--- src/rtl/ifu_gen2.sv ---
// Instruction fetch unit: one outstanding request, per-slot predecode with a 2-bit BHT, FQ_DEPTH-packet queue.
// Request is combinational from S_REQ, a packet is pushed on the response edge, and a full queue holds off requests.
module ifu_gen2 #(
  parameter int unsigned FETCH_W     = 2,
  parameter int unsigned FQ_DEPTH    = 4,
  parameter int unsigned BHT_ENTRIES = 64,
  parameter logic [31:0] PC_START    = 32'h80000000
) (
  input  logic                  clk,
  input  logic                  rst,
  output logic                  imem_req_o,
  output logic [31:0]           imem_addr_o,
  input  logic                  imem_rvalid_i,
  input  logic [32*FETCH_W-1:0] imem_rdata_i,
  input  logic                  redirect_i,
  input  logic [31:0]           redirect_pc_i,
  input  logic                  bht_upd_i,
  input  logic [31:0]           bht_upd_pc_i,
  input  logic                  bht_upd_taken_i,
  output logic                  pkt_valid_o,
  input  logic                  pkt_ready_i,
  output logic [31:0]           pkt_pc_o,
  output logic [32*FETCH_W-1:0] pkt_inst_o,
  output logic [FETCH_W-1:0]    pkt_mask_o,
  output logic [FETCH_W-1:0]    pkt_taken_o,
  output logic [31:0]           pkt_target_o
);

  localparam int unsigned IW = 32 * FETCH_W;
  localparam int unsigned PW = $clog2(FQ_DEPTH);
  localparam int unsigned BW = $clog2(BHT_ENTRIES);
  localparam logic [PW:0] FULL = (PW + 1)'(FQ_DEPTH);

  typedef struct packed {
    logic [31:0]        pc;
    logic [IW-1:0]      inst;
    logic [FETCH_W-1:0] mask;
    logic [FETCH_W-1:0] taken;
    logic [31:0]        target;
  } pkt_t;

  typedef enum logic [1:0] {S_REQ, S_WAIT, S_DROP} state_t;

  state_t      state;
  logic [31:0] fetch_pc;
  pkt_t        fq [FQ_DEPTH];
  logic [PW-1:0] wr_ptr, rd_ptr;
  logic [PW:0]   count;
  logic [1:0]    bht [BHT_ENTRIES];

  pkt_t        dec, head;
  logic [31:0] next_pc, slot_inst, slot_pc, slot_tgt;
  logic [5:0]  op;
  logic        is_br, is_cb, is_jirl, slot_tk, alive;
  logic        req_ok, push, pop;
  logic [BW-1:0] upd_idx;
  logic        unused_upd_bits;

  // Predecode: the first taken or jirl slot closes the packet; later slots stay zero.
  always_comb begin
    dec       = '0;
    dec.pc    = fetch_pc;
    next_pc   = fetch_pc + 32'(4 * FETCH_W);
    alive     = 1'b1;
    slot_inst = '0;
    slot_pc   = '0;
    slot_tgt  = '0;
    op        = '0;
    is_br     = 1'b0;
    is_cb     = 1'b0;
    is_jirl   = 1'b0;
    slot_tk   = 1'b0;
    for (int k = 0; k < FETCH_W; k++) begin
      slot_inst = imem_rdata_i[32*k +: 32];
      slot_pc   = fetch_pc + 32'(4 * k);
      op        = slot_inst[31:26];
      is_br     = (op == 6'b010100) || (op == 6'b010101);
      is_cb     = (op == 6'b010110) || (op == 6'b010111);
      is_jirl   = (op == 6'b010011);
      slot_tk   = is_br || (is_cb && bht[slot_pc[BW+1:2]][1]);
      slot_tgt  = is_br ? slot_pc + {{4{slot_inst[9]}}, slot_inst[9:0], slot_inst[25:10], 2'b00}
                        : slot_pc + {{14{slot_inst[25]}}, slot_inst[25:10], 2'b00};
      if (alive) begin
        dec.mask[k]          = 1'b1;
        dec.taken[k]         = slot_tk;
        dec.inst[32*k +: 32] = slot_inst;
        if (slot_tk) begin
          dec.target = slot_tgt;
          next_pc    = slot_tgt;
        end
        if (slot_tk || is_jirl) alive = 1'b0;
      end
    end
  end

  assign req_ok      = (state == S_REQ) && (count != FULL) && !redirect_i;
  assign imem_req_o  = rst && req_ok;
  assign imem_addr_o = imem_req_o ? fetch_pc : 32'h0;

  assign pkt_valid_o = (count != '0);
  assign push        = (state == S_WAIT) && imem_rvalid_i && !redirect_i;
  assign pop         = pkt_valid_o && pkt_ready_i && !redirect_i;

  assign head         = pkt_valid_o ? fq[rd_ptr] : '0;
  assign pkt_pc_o     = head.pc;
  assign pkt_inst_o   = head.inst;
  assign pkt_mask_o   = head.mask;
  assign pkt_taken_o  = head.taken;
  assign pkt_target_o = head.target;

  always_ff @(posedge clk or negedge rst) begin
    if (!rst) begin
      state    <= S_REQ;
      fetch_pc <= PC_START;
      wr_ptr   <= '0;
      rd_ptr   <= '0;
      count    <= '0;
    end else if (redirect_i) begin
      fetch_pc <= redirect_pc_i;
      wr_ptr   <= '0;
      rd_ptr   <= '0;
      count    <= '0;
      // An in-flight response arriving with the redirect retires the request immediately.
      if (state == S_REQ) state <= S_REQ;
      else                state <= imem_rvalid_i ? S_REQ : S_DROP;
    end else begin
      if (push) wr_ptr <= wr_ptr + 1'b1;
      if (pop)  rd_ptr <= rd_ptr + 1'b1;
      case ({push, pop})
        2'b10:   count <= count + 1'b1;
        2'b01:   count <= count - 1'b1;
        default: count <= count;
      endcase
      case (state)
        S_REQ:  if (req_ok) state <= S_WAIT;
        S_WAIT: if (imem_rvalid_i) begin
          state    <= S_REQ;
          fetch_pc <= next_pc;
        end
        S_DROP: if (imem_rvalid_i) state <= S_REQ;
        default: state <= S_REQ;
      endcase
    end
  end

  always_ff @(posedge clk) begin
    if (push) fq[wr_ptr] <= dec;
  end

  assign upd_idx         = bht_upd_pc_i[BW+1:2];
  assign unused_upd_bits = ^{bht_upd_pc_i[31:BW+2], bht_upd_pc_i[1:0]};

  always_ff @(posedge clk or negedge rst) begin
    if (!rst) begin
      for (int i = 0; i < BHT_ENTRIES; i++) bht[i] <= 2'b01;
    end else if (bht_upd_i) begin
      if (bht_upd_taken_i && bht[upd_idx] != 2'b11)      bht[upd_idx] <= bht[upd_idx] + 2'b01;
      else if (!bht_upd_taken_i && bht[upd_idx] != 2'b00) bht[upd_idx] <= bht[upd_idx] - 2'b01;
    end
  end

endmodule
--- config.mk ---
export PLATFORM = sky130hd
export DESIGN_NAME = ifu_gen2
export DESIGN_NICKNAME = d
export VERILOG_FILES = /design/src/rtl/ifu_gen2.sv
export SDC_FILE = /design/constraint.sdc
export NUM_CORES = 1
export LEC_CHECK = 0
export CORE_MARGIN = 1
export CORE_UTILIZATION = 30
export DETAILED_ROUTE_END_ITERATION = 10
export SYNTH_ARGS = -nofsm -noshare
export SYNTH_HDL_FRONTEND = slang
export SYNTH_SLANG_ARGS = --single-unit
--- constraint.sdc ---
create_clock -name clk -period 5.5 [get_ports clk]
set_clock_uncertainty 0.2 [all_clocks]
set_input_delay 0.55 -clock clk [delete_from_list [all_inputs] [get_ports clk]]
set_output_delay 0.55 -clock clk [all_outputs]
set_load 0.05 [all_outputs]
======== Yosys cells after proc, flatten, opt, wreduce, memory -nomap -nowiden ========
Memories as Yosys holds them, arrays and structs flattened.
Cells that the tools add are included.
W data, S select, Z words.
word-level totals
  flip-flop bits (word level) ............. 169
  latch bits .............................. 0
  RAM bits ................................ 524
  ROM bits ................................ 0
  output and inout port bits .............. 166
  memories kept ........................... 1
memory list
  name  words  width  rd ports  clocked after Yosys merged registers in  wr ports  line  RTL
  fq    4      131    1         0                                        1         46    pkt_t fq [FQ_DEPTH];
cells by class
  add/subtract/negate cells ............... 12
  multiply operators ...................... 0
  div/mod/pow operators ................... 0
  order comparisons ....................... 4
  equal/unequal tests ..................... 17
  shift-type cells ........................ 0
  multiplexer cells ....................... 45
  bitwise logic cells ..................... 3
  reduce and logical (&&, ||, !) cells .... 34
operators by type and width
  cell                     number
  $mux W32                 13
  $bwmux W128              2
  $mux W128                2
  $mux W132                1
  $add A32 B32 Y32         4
  $eq A6 B5 Y1 const B     9
  $bmux W2 S6              3
  $add A32 B3 Y32 const B  1
  $add A32 B4 Y32 const B  1
  $mux W2                  16
  $ge A7 B7 Y1 const B     3
  $not A6 Y7               3
  $demux W2 S6             1
  $logic_and A1 B1 Y1      12
  $reduce_bool A2 Y1       6
  $logic_or A1 B1 Y1       7
  $lt A7 B1 Y1 const B     1
  $add A2 B1 Y2 const B    3
  $ne A3 B3 Y1 const B     2
  $pmux W3 S2              1
  $reduce_and A2 Y1        3
  $reduce_bool A3 Y1       2
  $eq A2 B1 Y1 const B     2
  $eq A2 B2 Y1 const B     2
  other kinds (11)         15

======== Longest topological paths before layout ========
Gate-level depths: netlist (run 1).
  depth after elaboration ................. 12
  gate-level depth with buffers ........... 19
  depth with buffers taken out ............ 17

======== Worst setup path after synthesis (run 1) ========
No wires, ideal clock.
  path type ............................... reg2reg
  start ................................... register state[1]
  end ..................................... memory fq[0][0] (netlist bit) (enable)
  setup time .............................. 0.507 ns
  arrival time ............................ 4.251 ns
  required time ........................... 4.793 ns
  slack ................................... 0.542 ns
  stages on the path, launching flop included .. 7
  buffers on the path ..................... 2
  cells stage by stage .................... dfrtp_1 -> inv_1 -> ha_1 -> and2_1 -> clkbuf_1 -> clkbuf_1 -> and3_1
between the ends
  longest elaborated chain between the ends .. 5
ends and longest elaborated chain
  what                               line  RTL
  from (decl)                        44    state_t state;
  from (signal assigned)             125   else state <= imem_rvalid_i ? S_REQ : S_DROP;
  $eq A2 B1 Y1                       101   assign push = (state == S_WAIT) && imem_rvalid_i && !redirect_i;
  $logic_and A1 B1 Y1 (2 in series)  101
  $mux W1                            147   if (push) fq[wr_ptr] <= dec;
  $mux W1 (not written as such)      147
  to (decl)                          46
Every way passes these cells.

==> results.md, run 1 <==
* Register bit total from synthesis at ~690
* Least-Margin Pin Slew at ~1200 ps
* Post-synth EDFFs at 524
* CTS sink cnt at between 600 and 700
* CP Max Fanout at 6
* Dominant cells by area after synthesis: edfxtp_1 46%, mux4_2 10%, dfrtp_1 7.6%
* Clock slew at reported path FFs at around 60 ps
* Routed wire length per instance at ~24 um
* Reg2reg start: fetch_pc[3]
* Setup TNS at 0 ps
* Pre-CTS setup slack at about 460 ps
* First-pass GRT wire length at about 150000 um
* Final setup margin at approximately 450 ps
* Final Cycle Share at around 90%
* Largest net degree at the start of global routing at 94
* Max_cap viols at 0
* Final slew viol count at 0
* Vias per cell at 5.22
* Vias in the first global route at between 20000 and 25000
* Fmax at a little under 200 MHz
* Layout cells sized above 1 at between 10% and 20%
* Total wire length at between 100000 and 150000 um
* Synth top area share at 45.9%
* Hold Violations, Final at 0
* Clock tree from TritonCTS: yes
* Die Area at roughly 120000 um^2
* Iter 0 DRT Violations at 1928
* Leading area contributor after synthesis: edfxtp_1
* Filler-free cell count of the finished design at 4428
* Slew headroom at about 22%
* Final antenna-violating net count at 0
* Mapped Nets at between 2000 and 3000
* Crit end category: flip-flop
* Fin crit period at around 5000 ps
* 1st-pass router iterations at 8
* Fillers at ~11000
* Vias at 23100
* FP Rows at between 100 and 150
* Endpoints failing setup at 0
* CP arrival at a little over 5000 ps
* All-Layer GR Usage at between 10% and 20%
* Die H at 340 um
* Gp weighted congestion at 0.899
* Asr flop ratio synth at approximately a quarter
* Mapped cell area at between 30000 and 40000 um^2
* Hold Path Class: in2async
* Port Buf Inserts at 274
* IO Pins at roughly 300
* Synth-to-Final Area Change at 22.2%
* Total grt overflow at 0
* RSZ-0062 raised after global routing: false
* PostCTS Resize Cnt at 0
* Pwr Density at 478 nW/um^2
* Register area share after synthesis at 58.5%
* Cells on worst reg2reg path at 17
* WS Path Type: reg2reg
* Total CTS buffers at between 70 and 80
* Synthesized area per cell at roughly 13 um^2
* Antenna violations before repair at 12
* Startpoint Class: flip-flop
* Worst-Skew Late Latency at 660 ps
* Die Width at between 300 and 400 um
* Net total in the final layout at a little over 3000
* Synth cell types at a little over 80
* Yosys warning count at 0
* R2R Path End: fq[2][29]
* Core footprint at around 110000 um^2
* Most frequent cells in the layout: 524 x edfxtp_1, 272 x clkdlybuf4s50_1, 207 x and2_1
* Commonest non-fill, non-tap cell in the layout: edfxtp_1
* Outcome: completed
* Reg-to-reg slack, setup at 450 ps
* DRC Markers at 0
* Initial Util at a little under a third
* CTS max path bufs at 3
* Post-synth top flop: edfxtp_1
* Worst vdd ir at 0.270 mV
* Detailed Place HPWL at around 74000 um
* Root buf cell: clkbuf_16
* CTS H-tree depth at 3
* Leakage at around 15 nW
* Placed insts at about 4300
* Data required time of the worst path at around 5600 ps
* Synth Instances at 2549
-- cell type report --
class                           instances  area, um^2  area share [%]
Sequential cell                       693       20100            47.9
Clock inverter                         28         303           0.723
Multi-Input combinational cell       1680       13600            32.4
Antenna cell                            1        2.50         0.00597
Inverter                               28         108           0.257
Timing Repair Buffer                  393        3810            9.09
Tap cell                             1500        1880            4.48
Clock buffer                          105        2170            5.19
-- report_power, final --
| part | switching (W) | internal (W) |
|---|---|---|
| registers | 0.000364 | 0.00613 |
| logic | 0.00529 | 0.00309 |
| clock network | 0.00212 | 0.00301 |
-- critical path, stage by stage, from the launching register on --
cell and delay (ps):
dfrtp_2 360, ha_1 320, and4_1 280, nand4_1 230, nor2_1 190, and3_1 240, nand4_1 130, xnor2_1 160
ha_1 370, o21ai_0 200, a21oi_1 90, a221o_1 370, and2_1 190, o31ai_1 410, o21ai_0 160, o41ai_1 320
xor2_1 310, o22ai_1 190
-- synth_stat cells, drive strengths merged, types with 51 or more instances --
cell    count
mux4      159
dfstp      65
o21ai      82
clkbuf     97
mux2       76
and2      207
a21oi     137
nand2     164
buf        51
ha         73
nor2      205
dfrtp     104
xnor2      52
edfxtp    524
-- per-stage QoR --
stage / area [um^2] / power, W / util (%) / hold WS [ps]
2_1_floorplan: 34300 / 0.0121 / - / 54.4
5_1_grt: 41900 / 0.0208 / 37.1 / 264
3_5_place_dp: 39400 / 0.0151 / 34.9 / 276
3_3_place_gp: 39400 / 0.0150 / 34.9 / 269
6_report: 41900 / 0.0200 / 37.1 / 245
4_1_cts: 41900 / 0.0202 / 37.1 / 230
-- cell families after synthesis --
family | share of synthesized area, %
compound gates | 8.84
fa+ha+maj | 2.84
flops | 58.5
buf+inv | 2.15
simple gates | 11.4
mux | 13.7
xor+xnor | 2.63
-- state kept, by name (all words and copies together), names as in the netlist, named ones only --
signal    cells
fq          524
bht          64
fetch_pc     32
count         3
rd_ptr        2
state         2
wr_ptr        2
-- routing by layer --
metal / global-route usage (%) / vias up / routed length, um
met5: 0 / - / 92
met4: 4.53 / 14 / 2010
met3: 3.62 / 125 / 7610
met2: 28.6 / 804 / 49500
met1: 25.0 / 11800 / 46200
li1: - / 10400 / -
-- worst max path at each step --
stage                startpoint   endpoint  slack (ps)  cells after the start
2_1_floorplan          state[1]   fq[0][0]         540                      6
3_3_place_gp   imem_rdata_i[63]  fq[3][29]         450                     14
3_5_place_dp    bht_upd_pc_i[3]    bht[61]         460                     18
4_1_cts             fetch_pc[3]  fq[3][29]         540                     17
5_1_grt             fetch_pc[4]  fq[2][29]         170                     17
6_report            fetch_pc[3]  fq[2][29]         450                     17
-- what timing repair did --
| item | CTS | global route |
|---|---|---|
| endpoints found under the hold margin | 33 | 0 |
| hold buffers | 1 | 0 |
| setup buffers | 0 | 0 |
No activity file was read; power rests on OpenSTA's default activity.
==> inputs of run 2 (changes only) <==
--- a/config.mk
+++ b/config.mk
@@ -8,6 +8,7 @@
 export CORE_MARGIN = 1
 export CORE_UTILIZATION = 30
 export DETAILED_ROUTE_END_ITERATION = 10
+export GPL_TIMING_DRIVEN = 0
 export SYNTH_ARGS = -nofsm -noshare
 export SYNTH_HDL_FRONTEND = slang
 export SYNTH_SLANG_ARGS = --single-unit
==> results.md, run 2 (same netlist as run 1, synthesis figures left out) <==
* Leakage at 14.4 nW (was 14.7 nW)
* Die H at 340 um (unchanged)
* Total CTS buffers at 76 (was 77)
* WHS at 282 ps (was 245 ps)
* Fmax at 190 MHz (was 198 MHz)
* Data required time of the worst path at 5610 ps (was 5630 ps)
* Largest net degree at the start of global routing at 89 (was 94)
* CP arrival at 5380 ps (was 5180 ps)
* Final slew viol count at 0 (unchanged)
* Top Registers: fq x524, bht x64, fetch_pc x32 (unchanged)
* Cells on worst reg2reg path at 19 (was 17)
* Top reg by flops: fq (unchanged)
* CP Max Fanout at 10 (was 6)
* First-pass GRT wire length at 161000 um (was 154000 um)
* Vias at 23400 (was 23100)
* Gp weighted congestion at 0.940 (was 0.899)
* Worst path cell trace: buf_2 -> clkbuf_4 -> and4_1 -> nand4_1 -> nor2_4 -> and3_1 -> nand4_1 -> xnor2_1 -> ha_1 -> o21ai_0 -> a21oi_1 -> a221o_1 -> and2_1 -> o31ai_2 -> o21ai_0 -> o41ai_1 -> xor2_1 -> buf_4 -> o22ai_2 (was ha_1 -> and4_1 -> nand4_1 -> nor2_1 -> and3_1 -> nand4_1 -> xnor2_1 -> ha_1 -> o21ai_0 -> a21oi_1 -> a221o_1 -> and2_1 -> o31ai_1 -> o21ai_0 -> o41ai_1 -> xor2_1 -> o22ai_1)
* Antenna violations before repair at 9 (was 12)
* Most frequent cells in the layout: 524 x edfxtp_1, 270 x clkdlybuf4s50_1, 207 x and2_1 (was 524 x edfxtp_1, 272 x clkdlybuf4s50_1, 207 x and2_1)
* All-Layer GR Usage at 19.1% (was 18.0%)
* Slowest-stage cell, CP: a221o_1 (was o31ai_1)
* Die Area at 116000 um^2 (unchanged)
* Total grt overflow at 0 (unchanged)
* 1st-pass router iterations at 6 (was 8)
* Hold Crit Start: redirect_i
* R2R Path End: fq[3][29] (was fq[2][29])
* Vias in the first global route at 22900 (was 22700)
* Worst-Skew Late Latency at 660 ps (about the same)
* CTS max path bufs at 3 (unchanged)
* Final antenna-violating net count at 0 (unchanged)
* Hold Violations, Final at 0 (unchanged)
* Outcome: completed (unchanged)
* IO Pins at 301 (unchanged)
* WS Path Type: reg2reg (unchanged)
* Port Buf Inserts at 271 (was 274)
* Least-Margin Pin Slew at 1340 ps (was 1160 ps)
* Clock tree from TritonCTS: yes (unchanged)
* Hold Path Sink: state[1]
* Reg-to-reg slack, setup at 230 ps (was 450 ps)
* Core footprint at 113000 um^2 (unchanged)
* Commonest non-fill, non-tap cell in the layout: edfxtp_1 (unchanged)
* Synth-to-Final Area Change at 21.7% (was 22.2%)
* FP Rows at 123 (unchanged)
* Endpoints failing setup at 0 (unchanged)
* Root buf cell: clkbuf_16 (unchanged)
* Layout cells sized above 1 at 17.0% (was 19.3%)
* Detailed Place HPWL at 82100 um (was 73700 um)
* Routed wire length per instance at 25.1 um (was 23.8 um)
* Slew headroom at 10.7% (was 21.8%)
* Total wire length at 112000 um (was 105000 um)
* Worst vdd ir at 0.267 mV (was 0.270 mV)
* Reg2reg start: fetch_pc[5] (was fetch_pc[3])
* Critical Path Max Stage Delay at 380 ps (was 410 ps)
* Pre-CTS setup slack at -933 ps (was 465 ps)
* Initial Util at 30.4% (unchanged)
* Hold Path Class: in2reg (was in2async)
* Crit end category: flip-flop (unchanged)
* Startpoint Class: flip-flop (unchanged)
* CTS sink cnt at 693 (unchanged)
* Max_cap viols at 0 (unchanged)
* Max reg flops at 524 (unchanged)
* Hold Path Depth at 4
* Net total in the final layout at 3122 (was 3084)
* Iter 0 DRT Violations at 2239 (was 1928)
* Final Cycle Share at 95.8% (was 91.8%)
* CTS H-tree depth at 3 (unchanged)
* Clock slew at reported path FFs at 60 ps (about the same)
* Final setup margin at 228 ps (was 450 ps)
* DRC Markers at 0 (unchanged)
* Fin crit period at 5270 ps (was 5050 ps)
* Die Width at 340 um (unchanged)
* Pwr Density at 482 nW/um^2 (was 478 nW/um^2)
* Vias per cell at 5.24 (was 5.22)
==> run 2: changes by cell type in the layout (fill, tap and decap cells not counted), sizes merged <==
| cell | before | now |
|---|---|---|
| clkbuf | 105 | 190 |
| diode | 1 | 4 |
| clkdlybuf4s15 | 0 | 1 |
| inv | 31 | 32 |
| buf | 120 | 63 |
| clkinvlp | 3 | 0 |
| clkinv | 17 | 31 |
| clkdlybuf4s50 | 272 | 270 |
| bufinv | 5 | 6 |
==> run 2: worst max path at each step <==
| stage | from | end | slack [ps] | cells after the start |
|---|---|---|---|---|
| global route | rd_ptr[0] | pkt_pc_o[19] | -1 | 6 |
| finish | fetch_pc[5] | fq[3][29] | 230 | 19 |
| CTS | bht_upd_pc_i[2] | bht[5] | 50 | 18 |
| global placement | rst | imem_addr_o[31] | -5560 | 6 |
| floorplan | state[1] | fq[0][0] | 540 | 6 |
| detailed placement | bht_upd_pc_i[3] | bht[69] | -930 | 17 |
==> run 2: report_power, final <==
part	internal, W	total (W)	switching [W]
Clock	0.00293	0.00505	0.00211
Combinational	0.00309	0.00856	0.00548
Sequential	0.00613	0.00649	0.000363
==> run 2: area by class of cell <==
type	instances	area (um^2)
fill	10900	71200
sequential	693	20100
multi-input combinational	1680	13600
timing repair buffer	286	3010
clock buffer	93	2050
tap	1500	1880
buffer	146	642
clock inverter	41	388
inverter	28	108
antenna	4	10.0
==> run 2: metrics by stage <==
stage	cells	cell area, um^2	TNS, ps	util, %	power, W
2_1_floorplan	2549	34300	0	-	0.0121
5_1_grt	4467	41700	-0.957	36.9	0.0210
6_report	4471	41700	0	37.0	0.0201
3_3_place_gp	4320	38900	-2437870	34.4	0.0152
4_1_cts	4465	41600	0	36.9	0.0203
3_5_place_dp	4329	39100	-101820	34.7	0.0152
==> run 2: critical path, delay by kind of cell (launching register included) <==
| family | cells | cell delay, ps |
|---|---|---|
| fa+ha+maj | 1 | 370 |
| buf+inv | 3 | 650 |
| flops | 1 | 360 |
| xor+xnor | 2 | 350 |
| simple gates | 6 | 1400 |
| compound gates | 7 | 1550 |
==> run 2: per-layer routing <==
metal	GRT usage, %	routed length, um	up-vias
met2	29.6	51100	946
met4	6.07	3280	8
met1	26.1	48000	11800
met3	4.78	9630	162
met5	0	49	-
li1	-	-	10500
==> run 2: repair_timing <==
action,CTS,global route
pin swaps,1,1
buffers inserted,2,3
gates resized for setup,17,27
setup endpoints to repair,187,141
endpoints found under the hold margin,39,0
hold buffers,1,0
gates cloned,0,0
==> inputs of run 3 (changes only) <==
==> constraint.sdc (replaced) <==
create_clock -name clk -period 5.5 [get_ports clk]
set_clock_uncertainty 0.2 [all_clocks]
set_input_delay 0.55 -clock clk [delete_from_list [all_inputs] [get_ports clk]]
set_output_delay 0.55 -clock clk [all_outputs]
set_load 0.1 [all_outputs]
==> results.md, run 3 (same netlist as run 1, synthesis figures left out) <==
* Startpoint Class: flip-flop (unchanged)
* Hold Violations, Final at 0 (unchanged)
* Worst-Skew Late Latency at 660 ps (about the same)
* Final setup margin at 215 ps (was 228 ps)
* Hold Path Class: reg2reg (was in2reg)
* Final Instance Area at 41800 um^2 (was 41700 um^2)
* Data required time of the worst path at 4750 ps (was 5610 ps)
* CTS max path bufs at 3 (unchanged)
* Root buf cell: clkbuf_16 (unchanged)
* Layout cells sized above 1 at 17.3% (was 17.0%)
* All-Layer GR Usage at 19.1% (about the same)
* Net total in the final layout at 3121 (was 3122)
* Antenna violations before repair at 9 (unchanged)
* Port Buf Inserts at 271 (unchanged)
* Fin crit period at 5280 ps (was 5270 ps)
* Placed insts at 4329 (unchanged)
* Total wire length at 112000 um (about the same)
* Least-Margin Pin Slew at 1380 ps (was 1340 ps)
* Outcome: completed (unchanged)
* Slew headroom at 7.60% (was 10.7%)
* Detailed Place HPWL at 82100 um (unchanged)
* Final antenna-violating net count at 0 (unchanged)
* Top reg by flops: fq (unchanged)
* Max_cap viols at 0 (unchanged)
* Leakage at 14.4 nW (about the same)
* CTS sink cnt at 693 (unchanged)
* Worst vdd ir at 0.436 mV (was 0.267 mV)
* Top Registers: fq x524, bht x64, fetch_pc x32 (unchanged)
* Clock tree from TritonCTS: yes (unchanged)
* WHS at 289 ps (was 282 ps)
* Commonest non-fill, non-tap cell in the layout: edfxtp_1 (unchanged)
* Iter 0 DRT Violations at 2077 (was 2239)
* Endpoints failing setup at 0 (unchanged)
* IO Pins at 301 (unchanged)
* Core footprint at 113000 um^2 (unchanged)
* Largest net degree at the start of global routing at 89 (unchanged)
* First-pass GRT wire length at 161000 um (about the same)
* Dpl cell area at 39100 um^2 (unchanged)
* Pwr Density at 540 nW/um^2 (was 482 nW/um^2)
* Synth-to-Final Area Change at 21.8% (was 21.7%)
* Crit end category: primary output (was flip-flop)
* Final slew viol count at 0 (unchanged)
* CTS H-tree depth at 3 (unchanged)
* Routed wire length per instance at 25.1 um (about the same)
* Vias at 23400 (about the same)
* Vias in the first global route at 22900 (about the same)
* CP arrival at 4530 ps (was 5380 ps)
* 1st-pass router iterations at 5 (was 6)
* Vias per cell at 5.23 (was 5.24)
* Fmax at 189 MHz (was 190 MHz)
* Clock slew at reported path FFs at 60 ps (about the same)
* WS Path Type: reg2out (was reg2reg)
* Total grt overflow at 0 (unchanged)
* Die Width at 340 um (unchanged)
* Total CTS buffers at 76 (unchanged)
* Total power at 0.0226 W (was 0.0201 W)
* Pre-CTS setup slack at -933 ps (unchanged)
* DRC Markers at 0 (unchanged)
* Gp weighted congestion at 0.940 (unchanged)
* Filler-free cell count of the finished design at 4469 (was 4471)
* Final Cycle Share at 96.1% (was 95.8%)
* FP Rows at 123 (unchanged)
* Die H at 340 um (unchanged)
* Max reg flops at 524 (unchanged)
* Die Area at 116000 um^2 (unchanged)
* CP Max Fanout at 10 (unchanged)
* RSZ-0062 raised after global routing: false
* Most frequent cells in the layout: 524 x edfxtp_1, 270 x clkdlybuf4s50_1, 207 x and2_1 (unchanged)
* Initial Util at 30.4% (unchanged)
## run 3: metrics by stage
| stage | utilization, % | TNS [ps] |
|---|---|---|
| 2_1_floorplan | - | 0 |
| 3_3_place_gp | 34.4 | -2448810 |
| 3_5_place_dp | 34.7 | -101820 |
| 4_1_cts | 36.9 | 0 |
| 5_1_grt | 37.0 | 0 |
| 6_report | 37.0 | 0 |
## run 3: repair_timing
| item | in CTS | in global routing |
|---|---|---|
| pin swaps | 1 | 1 |
| endpoints found under the hold margin | 39 | 0 |
| hold buffers | 1 | 0 |
| resized for setup | 26 | 32 |
| setup endpoints to repair | 197 | 155 |
| buffers inserted | 2 | 3 |
## run 3: final cells by class
class,instances,area [um^2]
Inverter,28,108
Buffer,145,667
Clock inverter,41,388
Tap cell,1500,1880
Timing Repair Buffer,286,3010
Multi-Input combinational cell,1680,13600
Sequential cell,693,20100
Fill cell,10900,71200
Clock buffer,93,2050
Antenna cell,3,7.51
## run 3: worst max-delay path, cell delays in order, from the launching register on
cell             delay [ps]
dfrtp_1                 430
or3_1                   760
clkbuf_2                710
clkbuf_1                510
and2_1                  210
clkdlybuf4s50_1        1240
## run 3: path summary, 6_finish.rpt
check / startpoint / endpoint / slack [ps] / cells past startpoint
max in group asynchronous: rst / fetch_pc[4] / 3880 / 3
setup reg to reg: fetch_pc[5] / fq[3][29] / 240 / 19
hold reg to reg: flip-flop / flip-flop / 290 / 2
hold / removal: flip-flop / flip-flop / 290 / 2
setup / recovery: count[0] / pkt_inst_o[52] / 220 / 5
min in group asynchronous: rst / bht[9] / 300 / 2
## run 3: report_power, final
| group | internal, W | switching [W] | total (W) |
|---|---|---|---|
| logic | 0.00309 | 0.00794 | 0.0110 |
| registers | 0.00613 | 0.000360 | 0.00649 |
| clock network | 0.00293 | 0.00212 | 0.00505 |
| total | 0.0122 | 0.0104 | 0.0226 |
## run 3: layer usage
metal | up-vias | global-route usage (%) | part of all wire (%)
met5 | - | 0 | 0.041
met4 | 8 | 6.07 | 2.9
met3 | 168 | 4.78 | 8.3
met2 | 886 | 29.6 | 46
met1 | 11800 | 26.2 | 43
li1 | 10500 | - | -
